File: config.mk
export PLATFORM = sky130hd
export DESIGN_NAME = multicycle_controller
export DESIGN_NICKNAME = d
export VERILOG_FILES = /design/src/rtl/multicycle_controller.sv
export SDC_FILE = /design/constraint.sdc
export NUM_CORES = 1
export LEC_CHECK = 0
export BUFFER_PORTS_ARGS = -buffer_cell sky130_fd_sc_hd__buf_2
export CAP_MARGIN = 10
export CORE_MARGIN = 10
export CORE_UTILIZATION = 50
export DETAILED_ROUTE_END_ITERATION = 10
export HOLD_SLACK_MARGIN = 0.06
export PLACE_DENSITY = 0.75
export SLEW_MARGIN = 5
export SYNTH_ARGS = -nofsm -noshare
export SYNTH_HDL_FRONTEND = slang
export SYNTH_SLANG_ARGS = --single-unit
File: constraint.sdc
create_clock -name clk -period 3.65 [get_ports clk]
set_clock_uncertainty 0.1 [all_clocks]
set_input_delay 0.1825 -clock clk [delete_from_list [all_inputs] [get_ports clk]]
set_output_delay 0.1825 -clock clk [all_outputs]
set_load 0.05 [all_outputs]
File: src/rtl/multicycle_controller.sv
// Control FSM for a multicycle MIPS datapath with a single shared memory port.
// Outputs are registered from the next state; irwrite/pcwrite in FETCH are qualified by memready.
module multicycle_controller #(
  parameter int unsigned WAIT_LIMIT = 255
) (
  input  logic       clk,
  input  logic       reset,
  input  logic [5:0] op,
  input  logic [5:0] funct,
  input  logic       zero,
  input  logic       memready,
  output logic       memreq,
  output logic       memwrite,
  output logic       iord,
  output logic       irwrite,
  output logic       pcwrite,
  output logic       pcwritecond,
  output logic [1:0] pcsrc,
  output logic       alusrca,
  output logic [1:0] alusrcb,
  output logic [2:0] alucontrol,
  output logic       immzext,
  output logic       regdst,
  output logic [1:0] memtoreg,
  output logic       regwrite,
  output logic       halted,
  output logic [1:0] errcode
);

  typedef enum logic [3:0] {
    S_FETCH, S_DECODE, S_MEMADR, S_MEMRD, S_MEMWB, S_MEMWR, S_RTYPE_EX,
    S_RTYPE_WB, S_BEQ, S_IMM_EX, S_IMM_WB, S_LUI_WB, S_JUMP, S_HALT
  } state_e;

  typedef struct packed {
    logic       memreq;
    logic       memwrite;
    logic       iord;
    logic       fetch;
    logic       pcwrite;
    logic       pcwritecond;
    logic [1:0] pcsrc;
    logic       alusrca;
    logic [1:0] alusrcb;
    logic [2:0] alucontrol;
    logic       immzext;
    logic       regdst;
    logic [1:0] memtoreg;
    logic       regwrite;
    logic       halted;
  } ctrl_t;

  localparam logic [5:0] OP_RTYPE = 6'b000000;
  localparam logic [5:0] OP_LW    = 6'b100011;
  localparam logic [5:0] OP_SW    = 6'b101011;
  localparam logic [5:0] OP_BEQ   = 6'b000100;
  localparam logic [5:0] OP_ADDI  = 6'b001000;
  localparam logic [5:0] OP_ORI   = 6'b001101;
  localparam logic [5:0] OP_LUI   = 6'b001111;
  localparam logic [5:0] OP_J     = 6'b000010;

  localparam ctrl_t CTRL_FETCH = '{memreq: 1'b1, fetch: 1'b1, alusrcb: 2'b01,
                                   alucontrol: 3'b010, default: '0};

  state_e     state_q, state_d;
  logic [7:0] wait_q, wait_d;
  logic [1:0] err_q, err_d;
  ctrl_t      ctrl_q, ctrl_d;
  logic       funct_ok;
  logic [2:0] funct_alu;
  logic       mem_state;
  logic       unused_zero;

  // Branch resolution happens in the datapath via pcwritecond; zero is not needed here.
  assign unused_zero = zero;

  always_comb begin
    funct_ok  = 1'b1;
    funct_alu = 3'b010;
    case (funct)
      6'b100000: funct_alu = 3'b010;
      6'b100010: funct_alu = 3'b110;
      6'b100100: funct_alu = 3'b000;
      6'b100101: funct_alu = 3'b001;
      6'b101010: funct_alu = 3'b111;
      default:   funct_ok  = 1'b0;
    endcase
  end

  assign mem_state = (state_q == S_FETCH) || (state_q == S_MEMRD) || (state_q == S_MEMWR);

  always_comb begin
    state_d = state_q;
    wait_d  = wait_q;
    err_d   = err_q;
    case (state_q)
      S_FETCH:    if (memready) state_d = S_DECODE;
      S_DECODE: begin
        case (op)
          OP_LW, OP_SW:    state_d = S_MEMADR;
          OP_RTYPE:        state_d = funct_ok ? S_RTYPE_EX : S_HALT;
          OP_BEQ:          state_d = S_BEQ;
          OP_ADDI, OP_ORI: state_d = S_IMM_EX;
          OP_LUI:          state_d = S_LUI_WB;
          OP_J:            state_d = S_JUMP;
          default:         state_d = S_HALT;
        endcase
        if (state_d == S_HALT) err_d = 2'b01;
      end
      S_MEMADR:   state_d = (op == OP_LW) ? S_MEMRD : S_MEMWR;
      S_MEMRD:    if (memready) state_d = S_MEMWB;
      S_MEMWR:    if (memready) state_d = S_FETCH;
      S_RTYPE_EX: state_d = S_RTYPE_WB;
      S_IMM_EX:   state_d = S_IMM_WB;
      S_HALT:     state_d = S_HALT;
      default:    state_d = S_FETCH;
    endcase
    // A ready in the same cycle the limit is hit still completes the access.
    if (mem_state && !memready) begin
      if ((WAIT_LIMIT != 0) && ((32'(wait_q) + 32'd1) >= WAIT_LIMIT)) begin
        state_d = S_HALT;
        err_d   = 2'b10;
      end else begin
        wait_d = wait_q + 8'd1;
      end
    end
    if (state_d != state_q) wait_d = '0;
  end

  always_comb begin
    ctrl_d = '0;
    case (state_d)
      S_FETCH:  ctrl_d = CTRL_FETCH;
      S_DECODE: begin
        ctrl_d.alusrcb    = 2'b11;
        ctrl_d.alucontrol = 3'b010;
      end
      S_MEMADR: begin
        ctrl_d.alusrca    = 1'b1;
        ctrl_d.alusrcb    = 2'b10;
        ctrl_d.alucontrol = 3'b010;
      end
      S_MEMRD: begin
        ctrl_d.memreq = 1'b1;
        ctrl_d.iord   = 1'b1;
      end
      S_MEMWB: begin
        ctrl_d.memtoreg = 2'b01;
        ctrl_d.regwrite = 1'b1;
      end
      S_MEMWR: begin
        ctrl_d.memreq   = 1'b1;
        ctrl_d.memwrite = 1'b1;
        ctrl_d.iord     = 1'b1;
      end
      S_RTYPE_EX: begin
        ctrl_d.alusrca    = 1'b1;
        ctrl_d.alucontrol = funct_alu;
      end
      S_RTYPE_WB: begin
        ctrl_d.regdst   = 1'b1;
        ctrl_d.regwrite = 1'b1;
      end
      S_BEQ: begin
        ctrl_d.alusrca     = 1'b1;
        ctrl_d.alucontrol  = 3'b110;
        ctrl_d.pcwritecond = 1'b1;
        ctrl_d.pcsrc       = 2'b01;
      end
      S_IMM_EX: begin
        ctrl_d.alusrca    = 1'b1;
        ctrl_d.alusrcb    = 2'b10;
        ctrl_d.alucontrol = (op == OP_ORI) ? 3'b001 : 3'b010;
        ctrl_d.immzext    = (op == OP_ORI);
      end
      S_IMM_WB: begin
        ctrl_d.regwrite = 1'b1;
        ctrl_d.immzext  = ctrl_q.immzext;
      end
      S_LUI_WB: begin
        ctrl_d.memtoreg = 2'b10;
        ctrl_d.regwrite = 1'b1;
      end
      S_JUMP: begin
        ctrl_d.pcwrite = 1'b1;
        ctrl_d.pcsrc   = 2'b10;
      end
      S_HALT:  ctrl_d.halted = 1'b1;
      default: ctrl_d = '0;
    endcase
  end

  always_ff @(posedge clk) begin
    if (reset) begin
      state_q <= S_FETCH;
      wait_q  <= '0;
      err_q   <= 2'b00;
      ctrl_q  <= CTRL_FETCH;
    end else begin
      state_q <= state_d;
      wait_q  <= wait_d;
      err_q   <= err_d;
      ctrl_q  <= ctrl_d;
    end
  end

  assign memreq      = ctrl_q.memreq;
  assign memwrite    = ctrl_q.memwrite;
  assign iord        = ctrl_q.iord;
  assign irwrite     = ctrl_q.fetch & memready;
  assign pcwrite     = ctrl_q.pcwrite | (ctrl_q.fetch & memready);
  assign pcwritecond = ctrl_q.pcwritecond;
  assign pcsrc       = ctrl_q.pcsrc;
  assign alusrca     = ctrl_q.alusrca;
  assign alusrcb     = ctrl_q.alusrcb;
  assign alucontrol  = ctrl_q.alucontrol;
  assign immzext     = ctrl_q.immzext;
  assign regdst      = ctrl_q.regdst;
  assign memtoreg    = ctrl_q.memtoreg;
  assign regwrite    = ctrl_q.regwrite;
  assign halted      = ctrl_q.halted;
  assign errcode     = err_q;

endmodule

==> metrics.csv, run 1 <==
metric,value,unit
crit_path_top_delay_cell,dfxtp_1,
vias,1913,
clk_pin_slew,70,ps
yosys.cell_count.top_type,dfxtp_1,
nets,290,
cp.arrival,2950,ps
final_area,2290,um^2
hp-start,memready,
htree_num_levels,2,
placed_area,2180,um^2
area_growth,11.6,%
worstMarginPinSlew,702,ps
status,"complete, no violations",
cts_root_buffer,clkbuf_8,
required,3740,ps
power_density,547,nW/um^2
dp_hpwl,3740,um
reg2reg_from,wait_q[0]$_SDFFE_PP0P_,
postCtsSetupBuffers,0,
cts_tree,yes,
die_area,7070,um^2
critPathKind,register to register,
portBuffers,36,
finalCritPeriodShare,0.785,
synth_top_cell_area_share,0.331,
synth_common_cells,"dfxtp_1 (34), nor2_1 (22), nand2_1 (17)",
synthCells,248,
syn-num-nets,266,
cp_num_buf_inv,0,
ys_seq_area_frac,0.331,
clock_latency,280,ps
critPathLaunch,wait_q[0]$_SDFFE_PP0P_,
cts_sinks,34,
fp-row-count,23,
rsz0062_at_grt,false,
max_stage_delay,480,ps
yosysTopAreaCell,dfxtp_1,
syn_avg_cell_area,8.28,um^2
core,4000,um^2
crit_cells,8,
multi_input_area,1220,um^2
via_per_inst,5.94,
die_w,84.1,um
synth_top_flop_cell,dfxtp_1,
grt_pass1_vias,1830,
drtAntennaViolNets,0,
synth_seq_cells,34,
setup_violations,0,
synth_edf_count,0,
drt-initial-drc-count,157,
fmax,0.349,GHz
crit_family,compound AO/OA/AOI/OAI gates,
cp_max_fo,9,
whs_path_depth,3,
wl_per_cell,15.5,um
synthArstFlopShare,0,
clockBufferDepth,2,
ios,38,
min_path_type,input pin to register,
seqCellArea,681,um^2
maxSlewViolCount,0,
startpoint_type,register,
p_leak,0.000906,uW
setup_tns,0,ps
end_kind,register,
dr.pass1.iters,4,
grt_overflow,0,
ys_types,62,
finalHoldViolations,0,
die_y,84.1,um
start_util,0.514,
cts_made_buffers,5,
n_antenna_cell,0,
gp_congestion,0.848,
r2r_cells,8,
grt_antenna_before_repair,0,
grt_util_all_layers,0.139,
drive_gt1_frac,0.228,
grt_pass1_wl,8530,um
drc,0,
max_cap_viol_count,0,
fin_crit,2870,ps
synth_area,2050,um^2
drt-total-wl,5000,um
grt_start_max_net_pins,18,
cts_resized,0,
n_fill_cell,375,
ctsHoldBuffers,0,
maxSlewHeadroom,0.531,
yosys_warnings,0,
worst_ir_drop_vdd,0.000299,V
synthTopCellsByArea,"dfxtp_1 (33%), nor2_1 (4.0%), xor2_1 (3.8%), buf_4 (3.7%), nor3_1 (3.2%)",
cp_cell_sequence,"ha_1, a21o_1, o2111ai_1, a21oi_1, a31oi_1, nor2_1, a21boi_1, nor4_1",
cell usage in the layout, fill, tap and decap left out, drive strengths merged, types with 5 or more instances in the layout:
cell and n:
a21oi 11, a31oi 5, buf 38, clkbuf 6, dfxtp 34, inv 6, nand2 18, nand3 9
nand4 5, nor2 22, nor2b 8, nor3 13, nor4 9, o21ai 8, or3 6, xor2 9
worst paths after layout:
check                                 to  slack, ps
setup / recovery  wait_q[6]$_SDFFE_PP0P_        780
hold / removal    memtoreg[0]$_SDFF_PP0_        120
setup reg to reg  wait_q[6]$_SDFFE_PP0P_        780
hold reg to reg    errcode[0]$_SDFF_PP0_        390
flip-flops by register name, summed over array words and instances (netlist names):
signal       flops
alusrcb          2
memtoreg         2
immzext          1
memreq           1
pcwritecond      1
iord             1
halted           1
wait_q           8
pcsrc            2
alusrca          1
ctrl_q           2
regdst           1
state_q          4
regwrite         1
errcode          2
alucontrol       3
memwrite         1
report_power, final:
part           leakage (uW)  switching (uW)  internal, uW
Combinational      0.000572             318           142
Sequential         0.000276            36.5           409
Clock             0.0000573             129           218
logic make-up after synthesis:
group	count (synthesis)	share of synthesized area
flops	34	0.331
xor+xnor	11	0.0469
fa+ha+maj	2	0.0122
buf+inv	27	0.0755
mux	2	0.00974
compound gates	60	0.223
simple gates	112	0.301
worst min-delay path, cell delays in order:
cell	delay, ps
buf_2	140
nand2_1	80
nor3_1	40
layer usage:
metal	up-vias	GRT usage	wire length, um	part of all wire
met1	899	0.176	2380	0.48
met2	55	0.218	2260	0.45
met3	6	0.0420	297	0.059
li1	953	-	-	-
met4	0	0.0411	59	0.012
met5	-	0	0	0
metrics by stage:
stage          hold WS [ps]  worst slack, ps  cells   util  power [uW]
2_1_floorplan           225             1240    248      -         820
3_3_place_gp            359              920    315  0.545         900
3_5_place_dp            369              831    315  0.545         909
4_1_cts                 100              811    322  0.573        1260
5_1_grt                 131              519    322  0.573        1320
6_report                117              784    322  0.573        1250
layout make-up:
cell class,count,share of cell area
tap,50,0.0273
sequential,34,0.297
inverter,6,0.00983
clock inverter,1,0.0131
timing repair buffer,38,0.0852
clock buffer,6,0.0360
multi-input combinational,187,0.532
Power figures use the tool's default switching activity.
==> run 2: changes to the inputs <==
==> constraint.sdc (replaced) <==
create_clock -name clk -period 2.97 [get_ports clk]
set_clock_uncertainty 0.1 [all_clocks]
set_input_delay 0.1485 -clock clk [delete_from_list [all_inputs] [get_ports clk]]
set_output_delay 0.1485 -clock clk [all_outputs]
set_load 0.05 [all_outputs]
==> run 2 against run 1 <==
Compared with the run above:
- count of clock-buffer cells in the layout did not move
- final area did not move
- highest routed layer unchanged
- register-to-register slack got worse by 530 ps
- non-clock buffer count rose by 2
- combinational power rose by 26%
- sequential power rose by 22%
- die area did not move
- fmax rose by 5.6%
- worst setup slack got worse by 530 ps
- power rose by 18%
==> metrics.csv, run 2 (synthesis results as in run 1) <==
metric,value,unit
status,"complete, no violations",
holdPathEnd,memtoreg[0]$_SDFF_PP0_,
cts_tree,yes,
grt_start_max_net_pins,18,
wl_per_cell,14.9,um
clockBufferDepth,2,
setup_tns,0,ps
max_cap_viol_count,0,
vias,1932,
whs,92.9,ps
end_kind,register,
gp_congestion,0.866,
setup_violations,0,
grt_pass1_vias,1851,
die_area,7070,um^2
portBuffers,36,
ctsHoldBuffers,0,
mostFrequentLayoutCells,"buf_2 (36), dfxtp_1 (34), nor2_1 (21)",
power_density,644,nW/um^2
cts_made_buffers,5,
cp_max_fo,8,
drtAntennaViolNets,0,
core,4000,um^2
cts_resized,0,
maxSlewHeadroom,0.524,
drt-initial-drc-count,107,
grt_pass1_wl,8600,um
drive_gt1_frac,0.240,
via_per_inst,5.94,
whs_path_depth,3,
startpoint_type,register,
die_w,84.1,um
r2r_cells,9,
required,3010,ps
p_leak,0.000906,uW
largest_reg_flops,8,
cts_root_buffer,clkbuf_8,
final_common_cell,buf_2,
cp.arrival,2750,ps
postCtsSetupBuffers,0,
fmax,0.369,GHz
start_util,0.514,
cts_sinks,34,
n_fill_cell,372,
reg2reg_slack,260,ps
drc,0,
area_growth,11.6,%
reg2reg_from,wait_q[0]$_SDFFE_PP0P_,
n_antenna_cell,0,
ios,38,
maxSlewViolCount,0,
grt_antenna_before_repair,0,
clk_pin_slew,70,ps
fp-row-count,23,
critPathKind,register to register,
critPathLaunch,wait_q[0]$_SDFFE_PP0P_,
worstMarginPinSlew,713,ps
worst_ir_drop_vdd,0.000314,V
regToRegEndpoint,wait_q[3]$_SDFFE_PP0P_,
placed_area,2190,um^2
min_path_type,input pin to register,
grt_overflow,0,
die_y,84.1,um
fin_crit,2710,ps
grt_util_all_layers,0.138,
drt-total-wl,4830,um
regMostFlops,wait_q,
instances_no_fill,325,
htree_num_levels,2,
dp.cells,317,
nets,292,
final_area,2290,um^2
finalHoldViolations,0,
dr.pass1.iters,4,
finalCritPeriodShare,0.914,
hp-start,memready,
dp_hpwl,3640,um
clock_latency,280,ps
run 2: cell count changes in the layout (fill, tap and decap cells not counted), sizes merged:
cell      change
bufinv        -1
clkinvlp      +1
buf           +2
clkinv        +1
run 2: worst max-delay path, cell delays in order, from the launching register on:
cell	delay, ps
dfxtp_1	470
ha_1	260
buf_4	160
a21oi_1	40
o21ai_0	160
nand3_1	160
a31oi_1	340
nor2_2	150
a21boi_1	610
nor4_1	120
run 2: how the worst max path moves through the flow:
| stage | to | depth (start not counted) |
|---|---|---|
| floorplan | memwrite$_SDFF_PP0_ | 10 |
| global placement | wait_q[7]$_SDFFE_PP0P_ | 9 |
| detailed placement | wait_q[3]$_SDFFE_PP0P_ | 9 |
| CTS | wait_q[3]$_SDFFE_PP0P_ | 9 |
| global route | wait_q[0]$_SDFFE_PP0P_ | 9 |
| finish | wait_q[3]$_SDFFE_PP0P_ | 9 |
run 2: report_power, final:
part	leakage, uW	switching [uW]	internal, uW
sequential	0.000276	43.3	503
combinational	0.000582	392	186
clock	0.0000472	166	186
total	0.000906	601	875
run 2: area by class of cell:
type | instances | area [um^2] | area share
clock buffers | 6 | 82.6 | 0.0360
inverters | 6 | 22.5 | 0.00983
multi-input cells | 187 | 1220 | 0.533
repair buffers | 40 | 210 | 0.0917
well taps | 50 | 62.6 | 0.0273
flip-flops and latches | 34 | 681 | 0.297
clock inverters | 2 | 12.5 | 0.00546
run 2: layer usage:
layer  global-route usage  vias up  wire (um)
met5                    0        -          0
met4               0.0396        0         56
met1                0.187      895       2270
met3               0.0459        7        365
li1                     -      959          -
met2                0.202       71       2140
run 2: stage by stage:
step | setup slack, ps | util | power, uW
finish | 257 | 0.573 | 1480
global route | -22.8 | 0.573 | 1570
CTS | 241 | 0.572 | 1480
detailed placement | 246 | 0.549 | 1130
global placement | 325 | 0.549 | 1120
floorplan | 562 | - | 1010
==> run 3: changes to the inputs <==
--- a/config.mk
+++ b/config.mk
@@ -7,7 +7,6 @@
 export LEC_CHECK = 0
 export BUFFER_PORTS_ARGS = -buffer_cell sky130_fd_sc_hd__buf_2
 export CAP_MARGIN = 10
-export CORE_MARGIN = 10
 export CORE_UTILIZATION = 50
 export DETAILED_ROUTE_END_ITERATION = 10
 export HOLD_SLACK_MARGIN = 0.06
==> run 3 against run 2 <==
Compared with the run above:
- worst setup slack improved by 5.3 ps
- critical path type unchanged
- largest power group unchanged
- first-iteration DRC count down 14%
- largest cell class unchanged
- via count is 2.5% lower
- highest routed layer unchanged
- critical endpoint is now wait_q[5]$_SDFFE_PP0P_
- non-clock buffer count grew 2
==> metrics.csv, run 3 (synthesis results as in run 1) <==
metric,value,unit
ios,38,
drt-initial-drc-count,92,
p_sw,603,uW
critPathKind,register to register,
cts_root_buffer,clkbuf_8,
grt_pass1_vias,1740,
maxSlewViolCount,0,
clk_pin_slew,70,ps
n_antenna_cell,0,
gp_congestion,0.857,
setup_violations,0,
end_kind,register,
finalCritPeriodShare,0.912,
grt_antenna_before_repair,0,
placed_area,2210,um^2
wl_per_cell,14.0,um
p_leak,0.000925,uW
worst_ir_drop_vdd,0.000266,V
maxSlewHeadroom,0.509,
clockBufferDepth,2,
power_frac_comb,0.381,
cts_made_buffers,5,
drc,0,
drt-total-wl,4540,um
area_growth,13.0,%
endpoint,wait_q[5]$_SDFFE_PP0P_,
worstMarginPinSlew,736,ps
postCtsSetupBuffers,0,
reg2reg_from,wait_q[0]$_SDFFE_PP0P_,
nets,294,
p_seq_frac,0.343,
dp_hpwl,3290,um
largest_reg_flops,8,
fmax,0.369,GHz
grt_util_all_layers,0.232,
vias,1884,
cp.arrival,2750,ps
finalHoldViolations,0,
drtAntennaViolNets,0,
power_density,675,nW/um^2
critPathLaunch,wait_q[0]$_SDFFE_PP0P_,
htree_num_levels,2,
r2r_cells,8,
rsz0062_at_grt,false,
multi_input_area,1220,um^2
die_area,4370,um^2
mostFrequentLayoutCells,"buf_2 (36), dfxtp_1 (34), nor2_1 (21)",
drive_gt1_frac,0.243,
clock_latency,290,ps
final_area,2320,um^2
intPower,965,uW
fp-row-count,22,
min_path_type,input pin to register,
cp_max_fo,9,
reg2reg_slack,260,ps
status,"complete, no violations",
setup_tns,0,ps
regToRegEndpoint,wait_q[5]$_SDFFE_PP0P_,
cts_sinks,34,
core,3800,um^2
via_per_inst,5.81,
swShare,0.385,
grt_start_max_net_pins,18,
regMostFlops,wait_q,
required,3010,ps
grt_overflow,0,
start_util,0.541,
p_clk_frac,0.276,
die_y,66.1,um
dr.pass1.iters,4,
seqCellArea,681,um^2
final_common_cell,buf_2,
ctsHoldBuffers,0,
cts_tree,yes,
portBuffers,36,
n_fill_cell,356,
fin_crit,2710,ps
die_w,66.1,um
startpoint_type,register,
max_cap_viol_count,0,
grt_pass1_wl,7850,um
-- run 3: critical path, cell delays in order (launching register included) --
cell and delay, ps:
dfxtp_1 450, ha_1 370, a21o_1 160, o2111ai_1 100, a21oi_1 260, a31oi_1 190, o22ai_1 170, a21boi_1 630
nor4_1 120
-- run 3: how the worst min path moves through the flow --
| stage | startpoint | to | depth (start not counted) | slack [ps] |
|---|---|---|---|---|
| after floorplan | memready | memtoreg[0]$_SDFF_PP0_ | 2 | 190 |
| after global placement | errcode[0]$_SDFF_PP0_ | errcode[0]$_SDFF_PP0_ | 2 | 360 |
| after detailed placement | memready | memtoreg[0]$_SDFF_PP0_ | 3 | 370 |
| after CTS | memready | memtoreg[0]$_SDFF_PP0_ | 3 | 70 |
| after global routing | memready | memtoreg[0]$_SDFF_PP0_ | 3 | 100 |
| final | memready | memtoreg[0]$_SDFF_PP0_ | 3 | 70 |
-- run 3: through the flow --
step                      instances  hold slack, ps  setup WS, ps  total power [uW]   util
final                           324            69.9           262              1570  0.611
after floorplan                 248             191           562              1010      -
after detailed placement        317             374           235              1130  0.581
after global placement          317             358           270              1130  0.581
after global routing            324             101          44.1              1650  0.611
after CTS                       324            72.3           213              1560  0.611
-- run 3: power groups by stage --
stage	registers, uW	clock network (uW)	logic [uW]
6_report	537	433	597
4_1_cts	537	437	589
2_1_floorplan	588	0	419
5_1_grt	545	455	647
3_3_place_gp	545	0	581
3_5_place_dp	547	0	585
-- run 3: final cells by class --
class,count,area share
Multi-Input combinational cell,187,0.526
Sequential cell,34,0.293
Timing Repair Buffer,42,0.0970
Clock buffer,6,0.0356
Tap cell,48,0.0259
Clock inverter,1,0.0129
Inverter,6,0.00970
-- run 3: layer usage --
layer	part of all wire	GRT usage	routed length [um]
met3	0.052	0.0483	237
met2	0.43	0.362	1940
met5	0	0	0
met4	0.0099	0.0745	45
met1	0.51	0.317	2320
-- run 3: what timing repair did --
| action | in CTS | in global routing |
|---|---|---|
| setup endpoints to repair | 0 | 7 |
| endpoints found under the hold margin | 0 | 0 |
| resized for setup | 0 | 1 |
